`src/rtl/wb_port_arbiter.sv`:
```
// Register-file write-port arbiter: pipeline writeback vs. queued MDU results, with RAW/WAW scoreboard.
// Optional macro WB_BYPASS_EN lets an MDU result skip the empty FIFO and write the same cycle.
module wb_port_arbiter #(
    parameter int unsigned DW         = 32,
    parameter int unsigned AW         = 5,
    parameter int unsigned QDEPTH     = 2,
    parameter int unsigned STARVE_MAX = 4
) (
    input  logic                 clk,
    input  logic                 rst,
    input  logic                 pipe_we,
    input  logic [AW-1:0]        pipe_waddr,
    input  logic [DW-1:0]        pipe_wdata,
    input  logic                 mdu_valid,
    input  logic [AW-1:0]        mdu_waddr,
    input  logic [DW-1:0]        mdu_wdata,
    output logic                 mdu_ready,
    input  logic                 issue_mdu,
    input  logic [AW-1:0]        issue_rd,
    input  logic [AW-1:0]        chk_rs,
    input  logic [AW-1:0]        chk_rt,
    input  logic [AW-1:0]        chk_rd,
    output logic                 stall,
    output logic                 rf_we,
    output logic [AW-1:0]        rf_waddr,
    output logic [DW-1:0]        rf_wdata,
    output logic [(2**AW)-1:0]   pending
);
    localparam int unsigned PW = (QDEPTH > 1) ? $clog2(QDEPTH) : 1;
    localparam int unsigned CW = PW + 1;
    localparam int unsigned SW = $clog2(STARVE_MAX) + 1;
    localparam logic [CW-1:0] QD    = CW'(QDEPTH);
    localparam logic [SW-1:0] SMAX1 = SW'(STARVE_MAX - 1);

    typedef enum logic [1:0] {IDLE, WAIT, FORCE} state_t;

    logic [AW-1:0]       q_addr [QDEPTH];
    logic [DW-1:0]       q_data [QDEPTH];
    logic [PW-1:0]       rd_ptr, wr_ptr;
    logic [CW-1:0]       count, count_nx;
    state_t              state;
    logic [SW-1:0]       starve;
    logic [AW-1:0]       last_addr;
    logic [DW-1:0]       last_data;
    logic [(2**AW)-1:0]  pend_nx;

    logic pipe_eff, fifo_empty, pop, push, bypass;
    logic [AW-1:0] head_addr;
    logic [DW-1:0] head_data;

    assign pipe_eff   = pipe_we && (pipe_waddr != '0);
    assign fifo_empty = (count == '0);
    assign head_addr  = q_addr[rd_ptr];
    assign head_data  = q_data[rd_ptr];
    assign pop        = !pipe_eff && !fifo_empty;
    assign mdu_ready  = (count < QD);

`ifdef WB_BYPASS_EN
    assign bypass = fifo_empty && !pipe_eff && mdu_valid;
`else
    assign bypass = 1'b0;
`endif

    assign push     = mdu_valid && mdu_ready && !bypass;
    assign count_nx = count + CW'(push) - CW'(pop);

    // Address/data hold the last value actually written while the port is idle.
    always_comb begin
        rf_we    = 1'b0;
        rf_waddr = last_addr;
        rf_wdata = last_data;
        if (pipe_eff) begin
            rf_we    = 1'b1;
            rf_waddr = pipe_waddr;
            rf_wdata = pipe_wdata;
        end else if (pop) begin
            if (head_addr != '0) begin
                rf_we    = 1'b1;
                rf_waddr = head_addr;
                rf_wdata = head_data;
            end
        end else if (bypass && (mdu_waddr != '0)) begin
            rf_we    = 1'b1;
            rf_waddr = mdu_waddr;
            rf_wdata = mdu_wdata;
        end
    end

    // Clears are applied before the set so a same-cycle issue to the popped register stays pending.
    always_comb begin
        pend_nx = pending;
        if (pop)
            pend_nx[head_addr] = 1'b0;
        if (bypass)
            pend_nx[mdu_waddr] = 1'b0;
        if (issue_mdu && (issue_rd != '0))
            pend_nx[issue_rd] = 1'b1;
        pend_nx[0] = 1'b0;
    end

    assign stall = pending[chk_rs] | pending[chk_rt] | pending[chk_rd] | (state == FORCE);

    always_ff @(posedge clk) begin
        if (push) begin
            q_addr[wr_ptr] <= mdu_waddr;
            q_data[wr_ptr] <= mdu_wdata;
        end
    end

    always_ff @(posedge clk or posedge rst) begin
        if (rst) begin
            rd_ptr    <= '0;
            wr_ptr    <= '0;
            count     <= '0;
            pending   <= '0;
            last_addr <= '0;
            last_data <= '0;
        end else begin
            if (push)
                wr_ptr <= wr_ptr + 1'b1;
            if (pop)
                rd_ptr <= rd_ptr + 1'b1;
            count   <= count_nx;
            pending <= pend_nx;
            if (rf_we) begin
                last_addr <= rf_waddr;
                last_data <= rf_wdata;
            end
        end
    end

    always_ff @(posedge clk or posedge rst) begin
        if (rst) begin
            state  <= IDLE;
            starve <= '0;
        end else begin
            case (state)
                IDLE: begin
                    starve <= '0;
                    if (count_nx != '0)
                        state <= WAIT;
                end
                WAIT: begin
                    if (count_nx == '0) begin
                        state  <= IDLE;
                        starve <= '0;
                    end else if (pop) begin
                        starve <= '0;
                    end else if (pipe_eff) begin
                        if (starve == SMAX1)
                            state <= FORCE;
                        else
                            starve <= starve + 1'b1;
                    end
                end
                FORCE: begin
                    if (pop) begin
                        starve <= '0;
                        state  <= (count_nx == '0) ? IDLE : WAIT;
                    end
                end
                default: begin
                    state  <= IDLE;
                    starve <= '0;
                end
            endcase
        end
    end
endmodule

```
`config.mk`:
```
export PLATFORM = sky130hd
export DESIGN_NAME = wb_port_arbiter
export DESIGN_NICKNAME = d
export VERILOG_FILES = /design/src/rtl/wb_port_arbiter.sv
export SDC_FILE = /design/constraint.sdc
export NUM_CORES = 1
export LEC_CHECK = 0
export CAP_MARGIN = 15
export CORE_AREA = 2 2 124 126
export DETAILED_ROUTE_END_ITERATION = 16
export DIE_AREA = 0 0 126 128
export HOLD_SLACK_MARGIN = 0.15
export PLACE_DENSITY = 0.83
export SYNTH_ARGS = -nofsm -noshare
export SYNTH_HDL_FRONTEND = slang
export SYNTH_SLANG_ARGS = --single-unit
export TNS_END_PERCENT = 20
```
`constraint.sdc`:
```
create_clock -name clk -period 3.8 [get_ports clk]
set_input_delay 0.95 -clock clk [delete_from_list [all_inputs] [get_ports clk]]
set_output_delay 0.95 -clock clk [all_outputs]
set_load 0.005 [all_outputs]
```
==> Word level (Yosys, flattened, before mapping) <==
Memories as Yosys holds them, arrays and structs flattened.
Index checks and enable logic that the tools add are counted.
{ "word_totals": {"regBits": 77, "ram_bits": 74, "in_bits": 99, "output_inout_bits": 72, "wordCells": 93, "mem_count": 2} }
{ "classes": {"add_sub_neg": 5, "n_lt_le_gt_ge": 8, "eq_ne": 10, "mux": 37, "n_bitwise": 6, "n_reduce_logical": 17} }
{ "mem_list": {"columns": ["name", "words", "word_bits", "rd", "rd_ports_with_merged_regs", "write_ports", "line", "source"], "rows": [
  ["q_data", 2, 32, 1, 0, 1, "38", "logic [DW-1:0] q_data [QDEPTH];"],
  ["q_addr", 2, 5, 1, 0, 1, "37", "logic [AW-1:0] q_addr [QDEPTH];"]
]} }
{ "op_table": {"columns": ["cell", "n"], "rows": [
  ["2-to-1 mux 32 bit", 5],
  ["AND 32 bit", 1],
  ["NOT 32 bit", 1],
  ["OR 32 bit", 1],
  ["less-than comparator 5 x 6 -> 1 bit (second input constant)", 5],
  ["binary-select mux 1 bit (select 5 bit)", 3],
  ["2-to-1 mux 3 bit", 5],
  ["2-to-1 mux 5 bit", 3],
  ["nonzero test 5 bit", 3],
  ["2-to-1 mux 2 bit", 6],
  ["2-to-1 mux 1 bit", 11],
  ["demux 1 bit (select 5 bit)", 2],
  ["greater-or-equal comparator 5 x 1 -> 1 bit (second input constant)", 2],
  ["inequality test 3 bit (second input constant)", 3],
  ["inequality test 4 bit (second input constant)", 2],
  ["logical AND 1 bit", 6],
  ["logical NOT 2 bit", 3],
  ["one-hot mux 2 bit (3 select lines)", 1],
  ["one-hot mux 3 bit (2 select lines)", 1],
  ["AND reduction 5 bit", 1],
  ["inequality test 2 bit (second input constant)", 2],
  ["adder 3 x 1 -> 3 bit (second input constant)", 1],
  ["equality test 3 x 2 -> 1 bit (second input constant)", 1],
  ["OR 1 bit", 3],
  ["other kinds (9)", 11]
]} }

==> Longest topological paths before layout <==
Gate-level depths: netlist (run 1).
An unclocked memory read counts as a cell.
{ "logic_depth": {"depth_word": 10, "mapped_depth": 11, "ltp_nobuf": 10} }

==> Worst setup path after synthesis (run 1) <==
OpenSTA, ideal clock, no wires.
{ "synth_path": {"kind": "input to output", "startpoint": "input port pipe_waddr[2]", "endpoint": "output port rf_wdata[10]", "t_arrival_ns": 2.634, "path_slack_ns": 0.216, "cell_stages": 8, "path_buffers": 3, "path_cell_list": "or4_4 o21ai_4 o211ai_4 and2_1 buf_2 buf_6 buf_6 a221o_1"} }
{ "synth_between": {"elab_chain_len": 6} }
{ "synth_rtl": {"columns": ["item", "line", "source"], "rows": [
  ["start: declaration", "12", "input logic [AW-1:0] pipe_waddr,"],
  ["nonzero test 5 bit *", "51", "assign pipe_eff = pipe_we && (pipe_waddr != '0);"],
  ["logical AND 1 bit *", "51", null],
  ["logical NOT 1 bit", "55", "assign pop = !pipe_eff && !fifo_empty;"],
  ["logical AND 1 bit", "55", null],
  ["2-to-1 mux 32 bit", "76", "end else if (pop) begin"],
  ["2-to-1 mux 32 bit *", "72", "if (pipe_eff) begin"],
  ["end: declaration", "26", "output logic [DW-1:0] rf_wdata,"]
]} }
Mark *: on every way between the ends. The rest lies on a longest branch, timed or not.

==> Final worst setup path (run 1) <==
{ "layout_path": {"startpoint": "input port pipe_waddr[1]", "endpoint": "output port rf_we"} }
{ "layout_between": {"elab_chain_len": 6} }
{ "layout_rtl": {"columns": ["item", "line", "source"], "rows": [
  ["nonzero test 5 bit *", "51", null],
  ["logical AND 1 bit *", "51", null],
  ["logical NOT 1 bit", "55", null],
  ["logical AND 1 bit", "55", null],
  ["2-to-1 mux 1 bit", "76", null],
  ["2-to-1 mux 1 bit *", "72", null],
  ["end: declaration", "24", "output logic rf_we,"]
]} }
Marked as above.

==> flow_summary.json, run 1 <==
{
  "crit_type": "input port to primary output",
  "final_util": 0.687,
  "postRouteAntennaNets": 0,
  "ys_warn_count": 0,
  "netlist.top_cell.by_area": "edfxtp_1",
  "final_cell_mix": "116 x clkdlybuf4s50_1, 76 x dfrtp_1, 74 x edfxtp_1",
  "die_x_um": 126,
  "p_leak_nw": 4.04,
  "dr_total_vias": 6247,
  "synth_cells": 562,
  "grt_setup_unrepaired": "true",
  "synth_compound_area_frac": 0.175,
  "synth_fa_ha_area_frac": 0.00516,
  "gp_congestion": 0.881,
  "die_area_um2": 16100,
  "relSlewSlack": 0.387,
  "ir_worst_vdd_v": 0.000376,
  "finalSetupViolations": 1,
  "grtUsageTotal": 0.279,
  "drc": 0,
  "cts_made_buffers": 17,
  "worstSkewPairLatency_ns": 0.42,
  "crit_required_ns": 2.85,
  "post_drt_wl_per_cell_um": 22.7,
  "cts_hold_buf": 0,
  "synth_edf_count": 74,
  "status": "finished with violations",
  "cap_violations": 0,
  "first_global_vias": 6511,
  "dp_cells": 939,
  "crit_path_start_kind": "input port",
  "violations": "negative setup slack",
  "synth_area_per_cell_um2": 12.9,
  "io_pins": 171,
  "synth-seq-area-share": 0.570,
  "drtIter0Drc": 547,
  "post_drt_via_cell_ratio": 6.33,
  "hold_class": "flop to flop",
  "cts_buffer_depth": 2,
  "diodes": 0,
  "worst_pin_slew_ns": 0.920,
  "root_buffer": "clkbuf_16",
  "layout_setup_ws_ns": -0.00914,
  "overflow": 0,
  "clock-sinks": 151,
  "arrival_ns": 2.86,
  "layout_commonest_cell": "clkdlybuf4s50_1",
  "synthesis.nets": 664,
  "clk_pin_slew_ns": 0.06,
  "min_period_ns": 3.81,
  "synth_top_area_frac": 0.305,
  "io_buffers": 169,
  "cts.htree.levels": 4,
  "dpl_worst_slack_ns": -0.660,
  "n_fill_cell": 1013,
  "drt_pass1_iterations": 6,
  "fmax_ghz": 0.263,
  "grt_max_degree": 43,
  "fp.dieH_um": 128,
  "place_hpwl_um": 15000,
  "nNetsFinal": 888,
  "synth-main-ff-cell": "dfrtp_1",
  "antenna_found_initial": 0,
  "start_util": 0.489,
  "cts_tree": "built",
  "drive_gt1_frac": 0.234,
  "critPathMaxFanout": 6,
  "yosys.area_share.simple": 0.0814,
  "core_um2": 14900,
  "crit_path_end_kind": "primary output",
  "synthArstFlopShare": 0.510,
  "muxShareOfSynthArea": 0.133,
  "postRouteWirelength_um": 22400,
  "synth_top_family_by_area": "compound AO/OA/AOI/OAI gates",
  "synth_area_um2": 7270,
  "hold_slack_ns": 0.524,
  "synth_seq_cells": 151,
  "area_growth_pct": 40.4,
  "synth_cell_types": 53,
  "synthTopCellsByArea": "edfxtp_1 31%, dfrtp_1 26%, a221o_1 9.4%",
  "synthXorXnorAreaFrac": 0.00722,
  "final-instance-count-excl-fill": 987,
  "grt_pass1_wl_um": 34900,
  "hold_viol_final": 0,
  "rows": 45,
  "clock_skew_ns": 0.00738,
  "drv_slew": 0,
  "p_per_area_nw_per_um2": 711,
  "period_share": 1.00
}
through the flow:
stage / power (mW) / setup TNS, ns / instance area [um^2]
after detailed placement: 5.50 / -23.67 / 9490
after global routing: 7.61 / -0.303 / 10200
after global placement: 5.38 / -21.05 / 9490
after floorplan: 4.08 / 0 / 7270
after CTS: 7.25 / -0.345 / 10300
final: 7.26 / -0.00914 / 10200
cells in the mapped netlist, types with 2 or more instances:
| library cell | number |
|---|---|
| xor2_1 | 2 |
| or3_1 | 3 |
| o31ai_1 | 3 |
| nor2_1 | 49 |
| buf_6 | 2 |
| ha_1 | 3 |
| nand2_1 | 13 |
| nor4_1 | 3 |
| nor3_1 | 4 |
| clkbuf_1 | 19 |
| a31oi_1 | 3 |
| buf_2 | 9 |
| and2_1 | 2 |
| o22ai_1 | 2 |
| mux4_2 | 17 |
| a221oi_1 | 3 |
| o211ai_1 | 7 |
| buf_1 | 4 |
| dfrtp_1 | 77 |
| a21oi_1 | 2 |
| nand3_1 | 13 |
| nand2b_1 | 6 |
| nand3b_1 | 5 |
| nor4bb_1 | 2 |
| o21ai_0 | 63 |
| edfxtp_1 | 74 |
| and3_1 | 2 |
| mux2i_1 | 46 |
| mux2_2 | 9 |
| inv_1 | 10 |
| or4_1 | 2 |
| nor3b_1 | 5 |
| nor2b_1 | 5 |
| a2111oi_0 | 4 |
| a221o_1 | 68 |
| xnor2_1 | 4 |
registers in the layout (all words and copies together), names as in the netlist:
register	count
count	2
starve	3
pending	31
rd_ptr	1
last_addr	5
q_data	64
state	2
q_addr	10
last_data	32
wr_ptr	1
worst max-delay path: stages:
cell and delay (ns):
buf_6 0.09, or4_4 0.57, o21ai_4 0.18, buf_4 0.14, buf_6 0.10, and2_4 0.20, buf_12 0.12, buf_8 0.11
buf_4 0.12, inv_1 0.03, dlygate4sd2_1 0.25
final timing paths:
path	startpoint	end	slack [ns]	cells after the start
max in group asynchronous	rst	last_data[27]	2.07	3
min in group asynchronous	rst	pending[27]	0.95	2
worst min-delay path	last_data[22]	last_data[22]	0.52	1
worst max-delay path	pipe_waddr[1]	rf_we	-0.009	11
worst max register to register	rd_ptr	last_data[1]	1.40	9
worst min register to register	last_data[22]	last_data[22]	0.52	1
report_power, final:
part / switching, mW / internal [mW]
clock network: 0.663 / 0.988
logic: 1.32 / 1.53
registers: 0.490 / 2.27
routing by layer:
metal,vias to the layer above,GRT usage,part of all wire
li1,2701,-,-
met1,3120,0.338,0.38
met2,363,0.480,0.51
met3,63,0.0705,0.080
met4,0,0.111,0.030
met5,-,0,0
timing repair:
action | in CTS | in global routing
pin swaps | 10 | 8
gates cloned | 4 | 0
setup endpoints to repair | 39 | 36
resized for setup | 137 | 32
buffers inserted | 13 | 1
endpoints found under the hold margin | 0 | 0
cell type report:
cell class	count	area, um^2	share of cell area
clock buffer	22	454	0.0445
inverter	10	38.8	0.00380
tap	188	235	0.0230
multi-input combinational	366	3010	0.294
clock inverter	10	123	0.0120
sequential	151	4150	0.406
timing repair buffer	240	2210	0.216
cell families after synthesis:
kind of cell               after synthesis
AOI/OAI and AO/OA                      165
and+or+nand+nor                        118
other                                    1
buffers and inverters                   45
xor gates and xnor gates                 6
adders and majority gates                3
DFF                                    151
muxes                                   73
Power figures use the tool's default switching activity.
==> run 2, diff against run 1 <==
--- a/config.mk
+++ b/config.mk
@@ -11,2 +11,3 @@
 export DIE_AREA = 0 0 126 128
+export GPL_TIMING_DRIVEN = 0
 export HOLD_SLACK_MARGIN = 0.15
--- a/constraint.sdc
+++ b/constraint.sdc
@@ -3,2 +3,2 @@
 set_output_delay 0.95 -clock clk [all_outputs]
-set_load 0.005 [all_outputs]
+set_load 0.01 [all_outputs]
==> flow_summary.json, run 2 (synthesized netlist as in run 1, its figures left out) <==
{
  "multi_input_area_um2": 3050,
  "cp_num_cells": 9,
  "setup_tns_ns": -0.00205,
  "die_area_um2": 16100,
  "final_util": 0.670,
  "r2r-start": "rd_ptr",
  "cts_hold_buf": 0,
  "critPathSlowestCell": "or4_4",
  "postRouteAntennaNets": 0,
  "antenna_found_initial": 2,
  "crit_end": "rf_wdata[14]",
  "clock-sinks": 151,
  "postPlaceCellArea_um2": 9190,
  "layout_setup_ws_ns": -0.00205,
  "rr_worst_depth": 6,
  "drc": 0,
  "total_power_mw": 7.21,
  "clk_pin_slew_ns": 0.06,
  "first_global_vias": 6258,
  "clock_skew_ns": 0.00752,
  "p_per_area_nw_per_um2": 724,
  "ff_latch_area_um2": 4150,
  "gp_congestion": 0.896,
  "n_fill_cell": 1079,
  "crit_required_ns": 2.85,
  "drv_slew": 0,
  "largest_register": "q_data",
  "ir_worst_vdd_v": 0.000353,
  "start_util": 0.489,
  "critical_path.max_stage_delay_ns": 0.54,
  "largest_register_ffs": 64,
  "r2r_end": "pending[14]",
  "postRouteWirelength_um": 21400,
  "cpMostUsedCell": "buf_8",
  "cts_buffer_depth": 2,
  "finalSetupViolations": 1,
  "path_cells": "buf_6 > or4_4 > o21ai_4 > o211ai_4 > and2_4 > buf_8 > buf_8 > a221o_1 > buf_2",
  "cts.htree.levels": 4,
  "crit_path_start_kind": "input port",
  "path_buf_inv": 4,
  "die_x_um": 126,
  "final_cell_area_um2": 9960,
  "post_drt_via_cell_ratio": 6.36,
  "overflow": 0,
  "core_um2": 14900,
  "min_period_ns": 3.80,
  "hold_slack_ns": 0.518,
  "cap_violations": 0,
  "hold-path-cell-count": 1,
  "worstSkewPairLatency_ns": 0.41,
  "cts_tree": "built",
  "p_leak_nw": 3.83,
  "fmax_ghz": 0.263,
  "top_regs": "q_data (64), last_data (32), pending (31)",
  "hold_class": "flop to flop",
  "drt_pass1_iterations": 9,
  "violations": "negative setup slack",
  "crit_path_end_kind": "primary output",
  "cts_made_buffers": 17,
  "nNetsFinal": 858,
  "dr_total_vias": 6101,
  "crit_family": "simple AND/OR/NAND/NOR gates",
  "rows": 45,
  "place_hpwl_um": 14700,
  "crit_type": "input port to primary output",
  "io_pins": 171,
  "grtUsageTotal": 0.263,
  "worst_pin_slew_ns": 0.943,
  "drtIter0Drc": 482,
  "period_share": 1.00,
  "fp.dieH_um": 128,
  "io_buffers": 162,
  "grt_setup_unrepaired": "true",
  "hold_viol_final": 0,
  "grt_max_degree": 59,
  "relSlewSlack": 0.371,
  "drive_gt1_frac": 0.205,
  "critPathMaxFanout": 6,
  "final_cell_mix": "114 x clkdlybuf4s50_1, 77 x dfrtp_1, 74 x edfxtp_1",
  "layout_commonest_cell": "clkdlybuf4s50_1",
  "reg2reg_slack_ns": 1.43,
  "status": "finished with violations",
  "grt_pass1_wl_um": 33100,
  "arrival_ns": 2.85,
  "cp-startpoint": "pipe_waddr[1]",
  "post_drt_wl_per_cell_um": 22.3,
  "root_buffer": "clkbuf_16",
  "area_growth_pct": 36.9
}
run 2: per-layer routing:
metal,GRT usage,vias to the layer above,wire length (um)
met1,0.327,3040,8220
met2,0.451,382,10900
met3,0.0714,33,1900
li1,-,2646,-
met5,0,-,0
met4,0.0834,0,368
run 2: layout make-up:
cell class,instances,share of cell area
sequential,151,0.417
multi-input combinational,366,0.306
timing repair buffer,177,0.170
clock buffer,17,0.0427
buffer,33,0.0249
tap,188,0.0236
clock inverter,15,0.0113
inverter,10,0.00402
antenna,2,0.000503
run 2: worst min path at each step:
stage	startpoint	to	slack [ns]
final	last_data[15]	last_data[15]	0.52
after global routing	last_data[15]	last_data[15]	0.53
after CTS	last_data[15]	last_data[15]	0.52
after detailed placement	last_data[28]	last_data[28]	0.50
after global placement	starve[0]	starve[0]	0.47
after floorplan	starve[0]	starve[0]	0.46
run 2: timing repair:
| item | in CTS | in global routing |
|---|---|---|
| gates cloned | 1 | 0 |
| pin swaps | 7 | 4 |
| resized for setup | 165 | 48 |
| setup endpoints to repair | 39 | 39 |
| setup buffers | 11 | 1 |
run 2: report_power, final:
part	internal, mW	total (mW)	switching, mW
combinational	1.48	2.97	1.49
sequential	2.27	2.70	0.433
clock	0.887	1.54	0.652
total	4.63	7.21	2.57
run 2: metrics by stage:
step,cells,setup WS [ns]
after floorplan,562,0.185
after global placement,912,-0.921
after detailed placement,914,-0.973
after CTS,956,-0.0145
after global routing,957,-0.0619
final,959,-0.00205
